## src/rtl/gate_bist_pkg.sv

```systemverilog
// rtl/gate_bist_pkg.sv - shared state encoding, vector constants and truth tables for gate_bist
package gate_bist_pkg;

    typedef enum logic [1:0] {
        IDLE   = 2'd0,
        DRIVE  = 2'd1,
        SAMPLE = 2'd2,
        DONE   = 2'd3
    } state_e;

    localparam int VEC_W   = 2;
    localparam int NUM_VEC = 4;

    // Bit i is the expected Y for input vector {A,B} == i.
    localparam logic [3:0] NOR_TRUTH = 4'b0001;
    localparam logic [3:0] OR_TRUTH  = 4'b1110;
    localparam logic [3:0] AND_TRUTH = 4'b1000;

endpackage

```

## src/rtl/gate_bist.sv

```systemverilog
// rtl/gate_bist.sv - self-test engine sweeping all {A,B} vectors through a 2-input gate and checking Y
module gate_bist
    import gate_bist_pkg::*;
#(
    parameter logic [3:0] TRUTH         = NOR_TRUTH,
    parameter int         SETTLE_CYCLES = 2,
    parameter int         PASSES        = 1,
    parameter int         ERR_W         = 8
) (
    input  logic             clk,
    input  logic             rst,
    input  logic             start,
    input  logic             y_in,
    output logic             a_out,
    output logic             b_out,
    output logic             busy,
    output logic             done,
    output logic             pass,
    output logic [ERR_W-1:0] err_count,
    output logic [3:0]       fail_vec
);

    localparam logic [3:0]       SETTLE_LAST = 4'(SETTLE_CYCLES - 1);
    localparam logic [7:0]       PASS_LAST   = 8'(PASSES - 1);
    localparam logic [VEC_W-1:0] LAST_VEC    = VEC_W'(NUM_VEC - 1);
    localparam logic [ERR_W-1:0] ERR_MAX     = {ERR_W{1'b1}};

    state_e           state;
    logic [VEC_W-1:0] vec;
    logic [7:0]       pass_cnt;
    logic [3:0]       settle_cnt;

    assign busy = (state == DRIVE) || (state == SAMPLE);
    assign done = (state == DONE);
    assign pass = (state == DONE) && (err_count == '0);

    always_ff @(posedge clk) begin
        if (rst) begin
            state      <= IDLE;
            vec        <= '0;
            pass_cnt   <= '0;
            settle_cnt <= '0;
            a_out      <= 1'b0;
            b_out      <= 1'b0;
            err_count  <= '0;
            fail_vec   <= '0;
        end else begin
            case (state)
                IDLE, DONE: begin
                    if (start) begin
                        state      <= DRIVE;
                        vec        <= '0;
                        pass_cnt   <= '0;
                        settle_cnt <= '0;
                        a_out      <= 1'b0;
                        b_out      <= 1'b0;
                        err_count  <= '0;
                        fail_vec   <= '0;
                    end
                end
                DRIVE: begin
                    if (settle_cnt == SETTLE_LAST) begin
                        state      <= SAMPLE;
                        settle_cnt <= '0;
                    end else begin
                        settle_cnt <= settle_cnt + 4'd1;
                    end
                end
                SAMPLE: begin
                    if (y_in != TRUTH[vec]) begin
                        fail_vec[vec] <= 1'b1;
                        if (err_count != ERR_MAX)
                            err_count <= err_count + ERR_W'(1);
                    end
                    if (vec == LAST_VEC && pass_cnt == PASS_LAST) begin
                        state <= DONE;
                        a_out <= 1'b0;
                        b_out <= 1'b0;
                    end else begin
                        // vec wraps 3->0 naturally; the wrap marks the end of a sweep
                        state          <= DRIVE;
                        vec            <= vec + VEC_W'(1);
                        {a_out, b_out} <= vec + VEC_W'(1);
                        if (vec == LAST_VEC)
                            pass_cnt <= pass_cnt + 8'd1;
                    end
                end
                default: state <= IDLE;
            endcase
        end
    end

endmodule

```

## config.mk

```make
export PLATFORM = sky130hd
export DESIGN_NAME = gate_bist
export DESIGN_NICKNAME = d
export VERILOG_FILES = /design/src/rtl/gate_bist_pkg.sv /design/src/rtl/gate_bist.sv
export SDC_FILE = /design/constraint.sdc
export NUM_CORES = 1
export LEC_CHECK = 0
export CAP_MARGIN = 25
export CORE_MARGIN = 5
export CORE_UTILIZATION = 50
export CTS_BUF_LIST = sky130_fd_sc_hd__clkbuf_16
export DETAILED_ROUTE_END_ITERATION = 7
export PLACE_DENSITY = 0.74
export SYNTH_ARGS = -nofsm -noshare
export SYNTH_HDL_FRONTEND = slang
export SYNTH_SLANG_ARGS = --single-unit
```

## constraint.sdc

```tcl
create_clock -name clk -period 5.4 [get_ports clk]
set_input_delay 0.54 -clock clk [delete_from_list [all_inputs] [get_ports clk]]
set_output_delay 0.54 -clock clk [all_outputs]
set_load 0.01 [all_outputs]
```

Word-level counts from Yosys, hierarchy flattened
Index checks and enable logic that the tools add are counted.
Widths: inputs -> output; s select.
{ "op_classes": {"magnitude_cmp": 2, "eq_ne": 13, "n_addsub": 4, "bitwise": 1, "n_reduce_logical": 17, "n_mux": 28} }
{ "ops": {"columns": ["cell", "n"], "rows": [
  ["$mux 8", 5],
  ["$pmux 8 s2", 2],
  ["$add 8x1->8 const B", 2],
  ["$logic_not 8->1", 2],
  ["$pmux 4 s2", 2],
  ["$mux 4", 3],
  ["$mux 2", 5],
  ["$ne 2x1->1 const B", 4],
  ["$ne 8x8->1 const B", 1],
  ["$reduce_and 4->1", 2],
  ["$eq 2x2->1 const B", 3],
  ["$pmux 2 s3", 1],
  ["$reduce_and 2->1", 3],
  ["$reduce_and 3->1", 2],
  ["$mux 1", 5],
  ["$add 4x1->4 const B", 1],
  ["$eq 4x1->1 const B", 1],
  ["$ne 2x2->1 const B", 2],
  ["$or 4x4->4", 1],
  ["$pmux 1 s2", 2],
  ["$pmux 2 s2", 1],
  ["$reduce_bool 2->1", 2],
  ["$logic_and 1x1->1", 3],
  ["$lt 2x3->1 const B", 1],
  ["other kinds (9)", 9]
]} }
{ "totals": {"register_bits": 30, "word_cells": 73} }

Depth between registers and ports, before layout
Gate-level depths: netlist of run 1.
{ "depth": {"ltp_word": 7, "mapped_depth": 7} }

Worst setup path after synthesis of run 1
OpenSTA, ideal clock, no wires.
{ "synth_path": {"path_type": "register to register", "startpoint": "reg state[0]", "endpoint": "reg pass_cnt[5]", "path_stages_with_launch": 7, "slack_ps": 3389, "arrival_time_ps": 1941, "required_ps": 5330, "synth_period_minus_slack_ps": 2011, "path_buffers": 0, "cell_sequence": "dfxtp_1 -> inv_1 -> ha_1 -> mux2i_2 -> a221o_1 -> or4_1 -> a21oi_1"} }
{ "synth_between": {"elab_chain_cells": 4, "word_cells_on_any_way": 10, "cone_classes": "5 x eq/ne; 1 x mux; 4 x reduce/logical"} }
{ "synth_rtl": {"columns": ["element", "line_no", "rtl"], "rows": [
  ["start: declaration", "gate_bist.sv:28", "state_e state;"],
  ["start signal: assignment", "gate_bist.sv:39", "state <= IDLE;"],
  ["start signal: assignment", "gate_bist.sv:51", "state <= DRIVE;"],
  ["start signal: assignment", "gate_bist.sv:63", "state <= SAMPLE;"],
  ["$eq 2x2->1 / $logic_not 2->1 (equally long branches)", "gate_bist.sv:48", "case (state)"],
  ["$reduce_or 2->1", "gate_bist.sv:48", null],
  ["$ne 2x2->1 (no line) / $reduce_bool 2->1 (equally long branches)", null, null],
  ["$reduce_and 4->1 (no line)", null, null],
  ["end signal: assignment", "gate_bist.sv:85", "pass_cnt <= pass_cnt + 8'd1;"],
  ["end: declaration", "gate_bist.sv:30", "logic [7:0] pass_cnt;"]
]} }
Several ways; a longest one is shown, not always the timed one.
A chain may end at the register's enable or synchronous reset.

Final worst setup path of run 1
{ "layout_path": {"startpoint": "reg err_count[3]", "endpoint": "out pass"} }
{ "layout_between": {"elab_chain_cells": 2} }
{ "layout_rtl": {"columns": ["element", "line_no", "rtl"], "rows": [
  ["start: declaration", "gate_bist.sv:19", "output logic [ERR_W-1:0] err_count,"],
  ["start signal: assignment", "gate_bist.sv:73", "err_count <= err_count + ERR_W'(1);"],
  ["$logic_not 8->1", "gate_bist.sv:35", "assign pass = (state == DONE) && (err_count == '0);"],
  ["$logic_and 1x1->1", "gate_bist.sv:35", null],
  ["end: declaration", "gate_bist.sv:18", "output logic pass,"]
]} }
No other way between the ends.

==> run summary, run 1 <==
The run finished with clean final reports. Summing the areas of all and, or, nand and nor instances in the mapped netlist gives 25.3% of the synthesized area. For the accumulated negative setup slack, the log shows 0 ns.

The run gives 0.27 ns as the clock insertion delay at the later pin of the skew report. The tools report the timing startpoint of the critical path as err_count[3]. The library cell used most frequently in the layout, excluding fill and tap cells, is sky130_fd_sc_hd__dfxtp_1. The tools report the CTS buffer count as 5. The tightest min-delay check is of the reg -> reg type. Yosys mapped a number of flops with a built-in enable equal to 0. Fraction of layout cells with a size suffix above 1: 5.91%.

The H-tree was split into 2 levels. The share of flip-flops with an asynchronous set or reset after synthesis was 0%. The post-synthesis instance area is 1690 um^2, and the post-synthesis average cell area is 8.55 um^2. The final count of negative-setup-slack endpoints is 0. TritonCTS built the clock tree. The detailed router finished its first iteration with 159 violations. Capturing point of the worst reg2reg path: pass_cnt[5]. Setup slack on the worst reg-to-reg path comes out at 3.11 ns.

The required time reported for the critical path endpoint is 4.86 ns. The number of antenna diodes in the final layout is 0. The top cell type by area accounts for 35.5% of the synthesized area. The number of setup buffers added after CTS is 0.

The run gives 0 as the count of final max-slew check failures. Of all nets on the critical path, the largest fanout is 8. The total overflow reported by the global router was 0; the core region area was 3310 um^2. The pin count of the biggest net entering global routing is 25, and the synthesized flop and latch total is 30.

Hold repair after CTS inserted 0 buffers. Dividing the final minimum period by the clock period gives 45.7%. In this run the deepest clock path goes through 2 buffers. The tools report the startpoint of the worst-slack reg-to-reg timing path as state[0].

Cell depth of the worst flop-to-flop path: 6. The floorplan step defined a die boundary enclosing 4650 um^2. STA classifies the critical path endpoint as a primary output. In the layout the commonest cells are sky130_fd_sc_hd__dfxtp_1, sky130_fd_sc_hd__clkdlybuf4s50_1, sky130_fd_sc_hd__a21oi_1. Worst clock skew: 0.00351 ns. After detailed routing, the number of vias per cell comes to 5.99.

Timing would allow up to 0.406 GHz. The total power per unit cell area was 293 nW/um^2. In the post-synthesis netlist, the biggest area contributors are sky130_fd_sc_hd__dfxtp_1, sky130_fd_sc_hd__ha_1, sky130_fd_sc_hd__a21oi_1, sky130_fd_sc_hd__nand3_1, sky130_fd_sc_hd__inv_1.

The number of antenna violations at the first check in global routing was 0; the clock edge transition at the registers on the reported setup and hold paths was 0.05 ns. Measured along the x axis, the die boundary spans 68.2 um. Buffers placed on the I/O ports in this run total 20. At the worst endpoint, the arrival time is 1.93 ns. Of the total synthesized cell area, the portion taken by full adders, half adders and majority gates is 10.3%. The timing endpoint of the critical path is pass. From synthesis to final layout, the design area changed by 23.1%.

Prior to clock tree synthesis, the placed netlist has a worst setup slack of 2.85 ns. On the critical path, the stage with the largest delay is an instance of sky130_fd_sc_hd__clkdlybuf4s50_1. For this run, the total global-route usage over all layers was measured as 18.4%.

The total number of cells along the worst setup path is 3. The worst setup path is launched from a flop. Summed over all cells, the static leakage comes to 0.000727 uW. The logs give 198 for the cell count after synthesis and 0 for the warning count from the yosys run. For the worst-case headroom to the max-slew limit, the log shows 45.4%. The measured slew at the worst slew-check pin came out at 0.817 ns. The via count of the first global-routing pass came out at 1483. Post-layout minimum cycle time: 2.47 ns. The distinct cell type count after synthesis is 51. The first global-routing pass estimated 6450 um of wire. The number of clock sinks is 30.

Walking the worst path, the cells encountered are or4_1 > nor4_1 > clkdlybuf4s50_1. In the routed design, unresolved DRC markers number 0. The count of final hold-check violations was 0; the worst stage delay on the critical path was 0.58 ns. The count of nets left with antenna violations once routing finished came out at 0.

Summing the areas of all compound-gate instances in the mapped netlist gives 20.6% of the synthesized area. Sequential cells were found to cover 35.5% of the synthesized design area. The detailed-route via count came out at 1593.

Clock root buffer: sky130_fd_sc_hd__clkbuf_16. Of the total synthesized cell area, the portion taken by XOR and XNOR cells is 0.517%. The initial utilization of the core area, before any placement, comes to 51.1%. The wire-length estimate of the detail-placed layout is 2670 um. VDD sags by at most 188 uV. For the placement-stage cell area, the log shows 1920 um^2. The number of iterations in the first detailed-routing pass was 5.

The dominant combinational cell family by area after synthesis was simple AND/OR/NAND/NOR gates. The type of the worst setup path is reg -> out. After detailed routing, the average wire length per cell comes to 14.6 um. The setup slack of the critical path after layout is 2.93 ns, and the row count is 21. Routability-driven placement finished with a final weighted congestion of 0.863. In the final design database the tool counted 237 nets. The finished cells cover 2080 um^2. The most used flip-flop cell after synthesis is sky130_fd_sc_hd__dfxtp_1.

During I/O placement, the number of pins put on the boundary was 21. The top cell type by total area after synthesis is sky130_fd_sc_hd__dfxtp_1. The net count after synthesis is 216. The category of cells accounting for the largest share of critical-path delay is simple AND/OR/NAND/NOR gates. Multiplexer cells account for 2.59% of the synthesized area. The post-CTS resize count was 0; the overall die height was 68.2 um. Wires add up to 3880 um. The count of buffering cells on the critical path with inverters included was 1; the number of max-cap violations was 0. Setup repair after global routing left no endpoint under its margin.
[power breakdown]
group / switching (uW) / internal, uW
Sequential: 4.22 / 226
Combinational: 43.0 / 26.2
Clock: 95.9 / 215
[how the worst min path moves through the flow]
| stage | from | to | slack (ns) | depth (start not counted) |
|---|---|---|---|---|
| 2_1_floorplan | settle_cnt[3] | settle_cnt[3] | 0.45 | 2 |
| 3_3_place_gp | fail_vec[0] | fail_vec[0] | 0.45 | 2 |
| 3_5_place_dp | fail_vec[2] | fail_vec[2] | 0.46 | 2 |
| 4_1_cts | fail_vec[2] | fail_vec[2] | 0.47 | 2 |
| 5_1_grt | fail_vec[2] | fail_vec[2] | 0.49 | 2 |
| 6_report | fail_vec[2] | fail_vec[2] | 0.47 | 2 |
[logic make-up after synthesis]
family,count (synthesis)
adders and majority gates,14
xor gates and xnor gates,1
muxes,4
and+or+nand+nor,78
DFF,30
buffers and inverters,21
AOI/OAI and AO/OA,50
[final cells by class]
| type | instances | area (um^2) |
|---|---|---|
| sequential | 30 | 601 |
| multi-input combinational | 147 | 1000 |
| clock inverter | 3 | 40.0 |
| fill | 302 | 1230 |
| clock buffer | 5 | 125 |
| inverter | 15 | 56.3 |
| timing repair buffer | 20 | 200 |
| tap | 46 | 57.6 |
[registers in the layout (all words and copies together) (netlist names)]
register    count
err_count       8
pass_cnt        8
fail_vec        4
settle_cnt      4
state           2
vec             2
a_out           1
b_out           1
[through the flow]
step | cells | power, uW | hold WS (ns) | utilization (%)
after CTS | 266 | 616 | 0.473 | 63.0
after floorplan | 198 | 282 | 0.451 | -
after detailed placement | 258 | 302 | 0.458 | 58.0
after global placement | 258 | 299 | 0.455 | 58.0
after global routing | 266 | 632 | 0.490 | 63.0
final | 266 | 610 | 0.467 | 63.0
[layer usage]
layer	wire length (um)	vias up	share of wire, %	global-route usage [%]
li1	-	774	-	-
met1	1740	766	45	22.4
met2	1880	49	49	29.5
met3	203	4	5.2	4.11
met4	51	0	1.3	11.2
met5	0	-	0	0
[worst min-delay path: cells and delay by family, from the launching register on]
kind	cells	cell delay, ns
flip-flops	1	0.32
AND/OR/NAND/NOR	1	0.07
AO/OA/AOI/OAI	1	0.04
[synthesized netlist by cell type (4+ instances only)]
cell type and count:
sky130_fd_sc_hd__nand4_1 6, sky130_fd_sc_hd__a21oi_1 17, sky130_fd_sc_hd__a31oi_1 4, sky130_fd_sc_hd__nor2_1 15, sky130_fd_sc_hd__or3_1 4, sky130_fd_sc_hd__o21ai_0 5
sky130_fd_sc_hd__nand3_1 12, sky130_fd_sc_hd__dfxtp_1 30, sky130_fd_sc_hd__nand2_1 13, sky130_fd_sc_hd__nor4_1 4, sky130_fd_sc_hd__inv_1 15, sky130_fd_sc_hd__ha_1 14
sky130_fd_sc_hd__or4_1 4
(Power assumes the default switching activity.)
==> run 2: changes to the inputs <==
==> constraint.sdc (replaced) <==
create_clock -name clk -period 2.3 [get_ports clk]
set_input_delay 0.23 -clock clk [delete_from_list [all_inputs] [get_ports clk]]
set_output_delay 0.23 -clock clk [all_outputs]
set_load 0.01 [all_outputs]
==> run 2 against run 1 <==
- die area did not move
- critical path depth rose by 3
- critical path type is now reg -> reg
- highest routed layer unchanged
- design area rose by 0.24%
- sequential share of layout area fell by 0.069 points
==> run summary, run 2 (synthesis results as in run 1) <==
The pin count of the biggest net entering global routing came out at 24. The worst register-to-register path has a depth of 6. Clock tree synthesis found a total of 30 sinks. Summing all flip-flop and latch instances after layout gives 601 um^2. The floorplan step defined a die boundary enclosing 4650 um^2.

The kind of cell with the highest combined delay along the critical path is compound AO/OA/AOI/OAI gates. The worst-case IR drop observed on VDD is 312 uV. The total instance count after detailed placement came out at 262. Fraction of layout cells with a size suffix above 1: 6.70%. In this run the tool buffered the top-level ports with 20 buffer cells. In this run, post-CTS hold repair placed 0 buffers.

After clock tree synthesis, the repair step resized 0 gates. The die is 68.2 um wide. Setup violations remaining at the end of the flow were counted as 0. For this run, global-route usage on met2 was measured as 33.6%. The critical path startpoint category was a flop.

The area growth from synthesis to layout is 23.4%. Across all register-to-register paths, the minimum setup slack is 0.14 ns. Using the TritonRoute via totals, the vias-per-cell ratio works out to 5.89. The post-CTS setup-driven buffer insertion count was 0.

The detailed-route via count was 1589; the maximum operating frequency was 0.463 GHz. Post-layout minimum cycle time: 2.16 ns. Dividing the final minimum period by the clock period gives 93.9%. The worst register-to-register path ends at pass_cnt[5]. The worst setup path is of the reg -> reg kind. After clock tree synthesis, the clock-pin slew on the worst setup and hold paths is 0.05 ns. The count of final max-slew check failures is 0. The run finished with clean final reports.

In the layout the commonest cells are sky130_fd_sc_hd__dfxtp_1, sky130_fd_sc_hd__clkdlybuf4s50_1, sky130_fd_sc_hd__a21oi_1. The number of fill cells in the layout was 288; the half-perimeter wire length after detailed placement was 2890 um. In this run the most used layer during global routing was met2. Number of antenna violations at the first check in global routing: 0. For this design the ratio of total power to cell area is 633 nW/um^2. 21 I/O pins were placed. Max-cap violations in this run came to 0. Global routing finished with a remaining overflow of 0. The overall die height is 68.2 um. The tools report the met3 usage as 4.93%. The worst setup path is captured at a flop. The longest clock path from root to sink contains 2 buffers. Routability-driven placement finished with a final weighted congestion of 0.851. The met1 usage is 23.3%, and the count of final hold-check violations is 0. The accumulated negative setup slack is 0 ns.

Clock root buffer: sky130_fd_sc_hd__clkbuf_16. Required time reported for the critical path endpoint: 2.51 ns. For this design, the slowest cell found on the critical path is sky130_fd_sc_hd__or4_1. The tightest min-delay check is of the reg -> reg type.

The largest registers in the layout are err_count (8), pass_cnt (8). The clock arrives with 0.00418 ns of skew. The run gives 0 as the number of antenna-violating nets in the routed design. The logs give 2 for the H-tree depth and 100 for the first-iteration detailed-routing DRC count.

The sink of the worst hold path was b_out. The run gives 5 as the CTS buffer count. The measured slew at the worst slew-check pin came out at 0.608 ns. The startpoint of the worst-slack reg-to-reg timing path is state[0]. The run gives 4 as the number of iterations in the first detailed-routing pass.

Headroom to the max-slew limit came out at 59.4%. The area used by multi-input combinational logic was 1000 um^2. On the worst path, the slowest cell contributes a delay of 0.49 ns. Setup repair after global routing left no endpoint under its margin.

The core region is 3310 um^2. Once layout is complete, the cells apart from fillers number 270. The count of buffering cells on the critical path with inverters included is 1. Walking the worst path, the cells encountered are inv_1 > ha_1 > mux2i_2 > a221o_1 > or4_1 > a21oi_1. TritonCTS built the clock tree.

The tools report the startpoint of the worst hold path as b_out. Maximum fanout along the worst path: 6. The row count was 21.

Post-detailed-route DRC marker count: 0. Number of inserted diodes: 0. The logs give 51.1% for the initial core utilization and 6920 um for the first-pass GRT wire length.

At the later pin of the worst-skew pair, clock insertion delay measures 0.27 ns. Signal arrival time at the worst endpoint: 2.36 ns. Leaving out fill and tap cells, the most frequent cell in the layout is sky130_fd_sc_hd__dfxtp_1. Global routing used 19.6% of the available tracks across all layers. Summed over all layers, the routed wires come to 3970 um.

The total number of nets in the final design was 241. Leakage power total: 0.000754 uW. The number of stages on the worst hold path is 2. The via count of the first global-routing pass is 1576, and the average routed wire per standard cell is 14.7 um.
run 2: changes by cell type in the layout (fill, tap and decap cells not counted), sizes merged:
cell	previous run	this run
buf	0	4
bufinv	1	0
clkdlybuf4s50	20	19
dlymetal6s2s	0	1
inv	15	16
run 2: worst max path at each step:
stage               depth (start not counted)         start  slack [ns]       endpoint
floorplan                                   6      state[0]        0.29    pass_cnt[5]
global placement                            6      state[0]        0.28    pass_cnt[5]
detailed placement                          6      state[0]        0.18    pass_cnt[5]
CTS                                         3  err_count[3]        0.07           pass
global route                                6      state[0]        0.04  settle_cnt[3]
finish                                      6      state[0]        0.14    pass_cnt[5]
run 2: routing by layer:
metal  wire length [um]  up-vias
met5                  0        -
met4                 46        0
met3                203        6
met2               1940       46
met1               1780      758
li1                   -      779
run 2: report_power, final:
part | switching [uW] | total [uW] | internal [uW] | leakage [uW]
Combinational | 105 | 173 | 68.0 | 0.000440
Sequential | 11.4 | 541 | 530 | 0.000242
Clock | 219 | 609 | 390 | 0.0000724
Total | 335 | 1320 | 988 | 0.000754
run 2: through the flow:
step	hold slack, ns	instance area, um^2	setup slack, ns	total power (uW)	utilization, %
6_report	0.451	2090	0.141	1320	63.1
5_1_grt	0.488	2090	0.0375	1380	63.1
4_1_cts	0.454	2090	0.0687	1330	63.0
3_5_place_dp	0.447	1950	0.182	720	58.9
3_3_place_gp	0.442	1950	0.279	711	58.9
2_1_floorplan	0.404	1690	0.289	661	-
run 2: final cells by class:
| class | instances | share of cell area [%] |
|---|---|---|
| Clock inverter | 3 | 0.599 |
| Multi-Input combinational cell | 147 | 48.1 |
| Sequential cell | 30 | 28.7 |
| Timing Repair Buffer | 24 | 11.1 |
| Clock buffer | 5 | 5.99 |
| Inverter | 15 | 2.69 |
| Tap cell | 46 | 2.75 |
run 2: tightest hold or removal path: stages, from the launching register on:
cell and delay (ns):
sky130_fd_sc_hd__dfxtp_1 0.30, sky130_fd_sc_hd__nand2_1 0.05, sky130_fd_sc_hd__a21oi_1 0.05
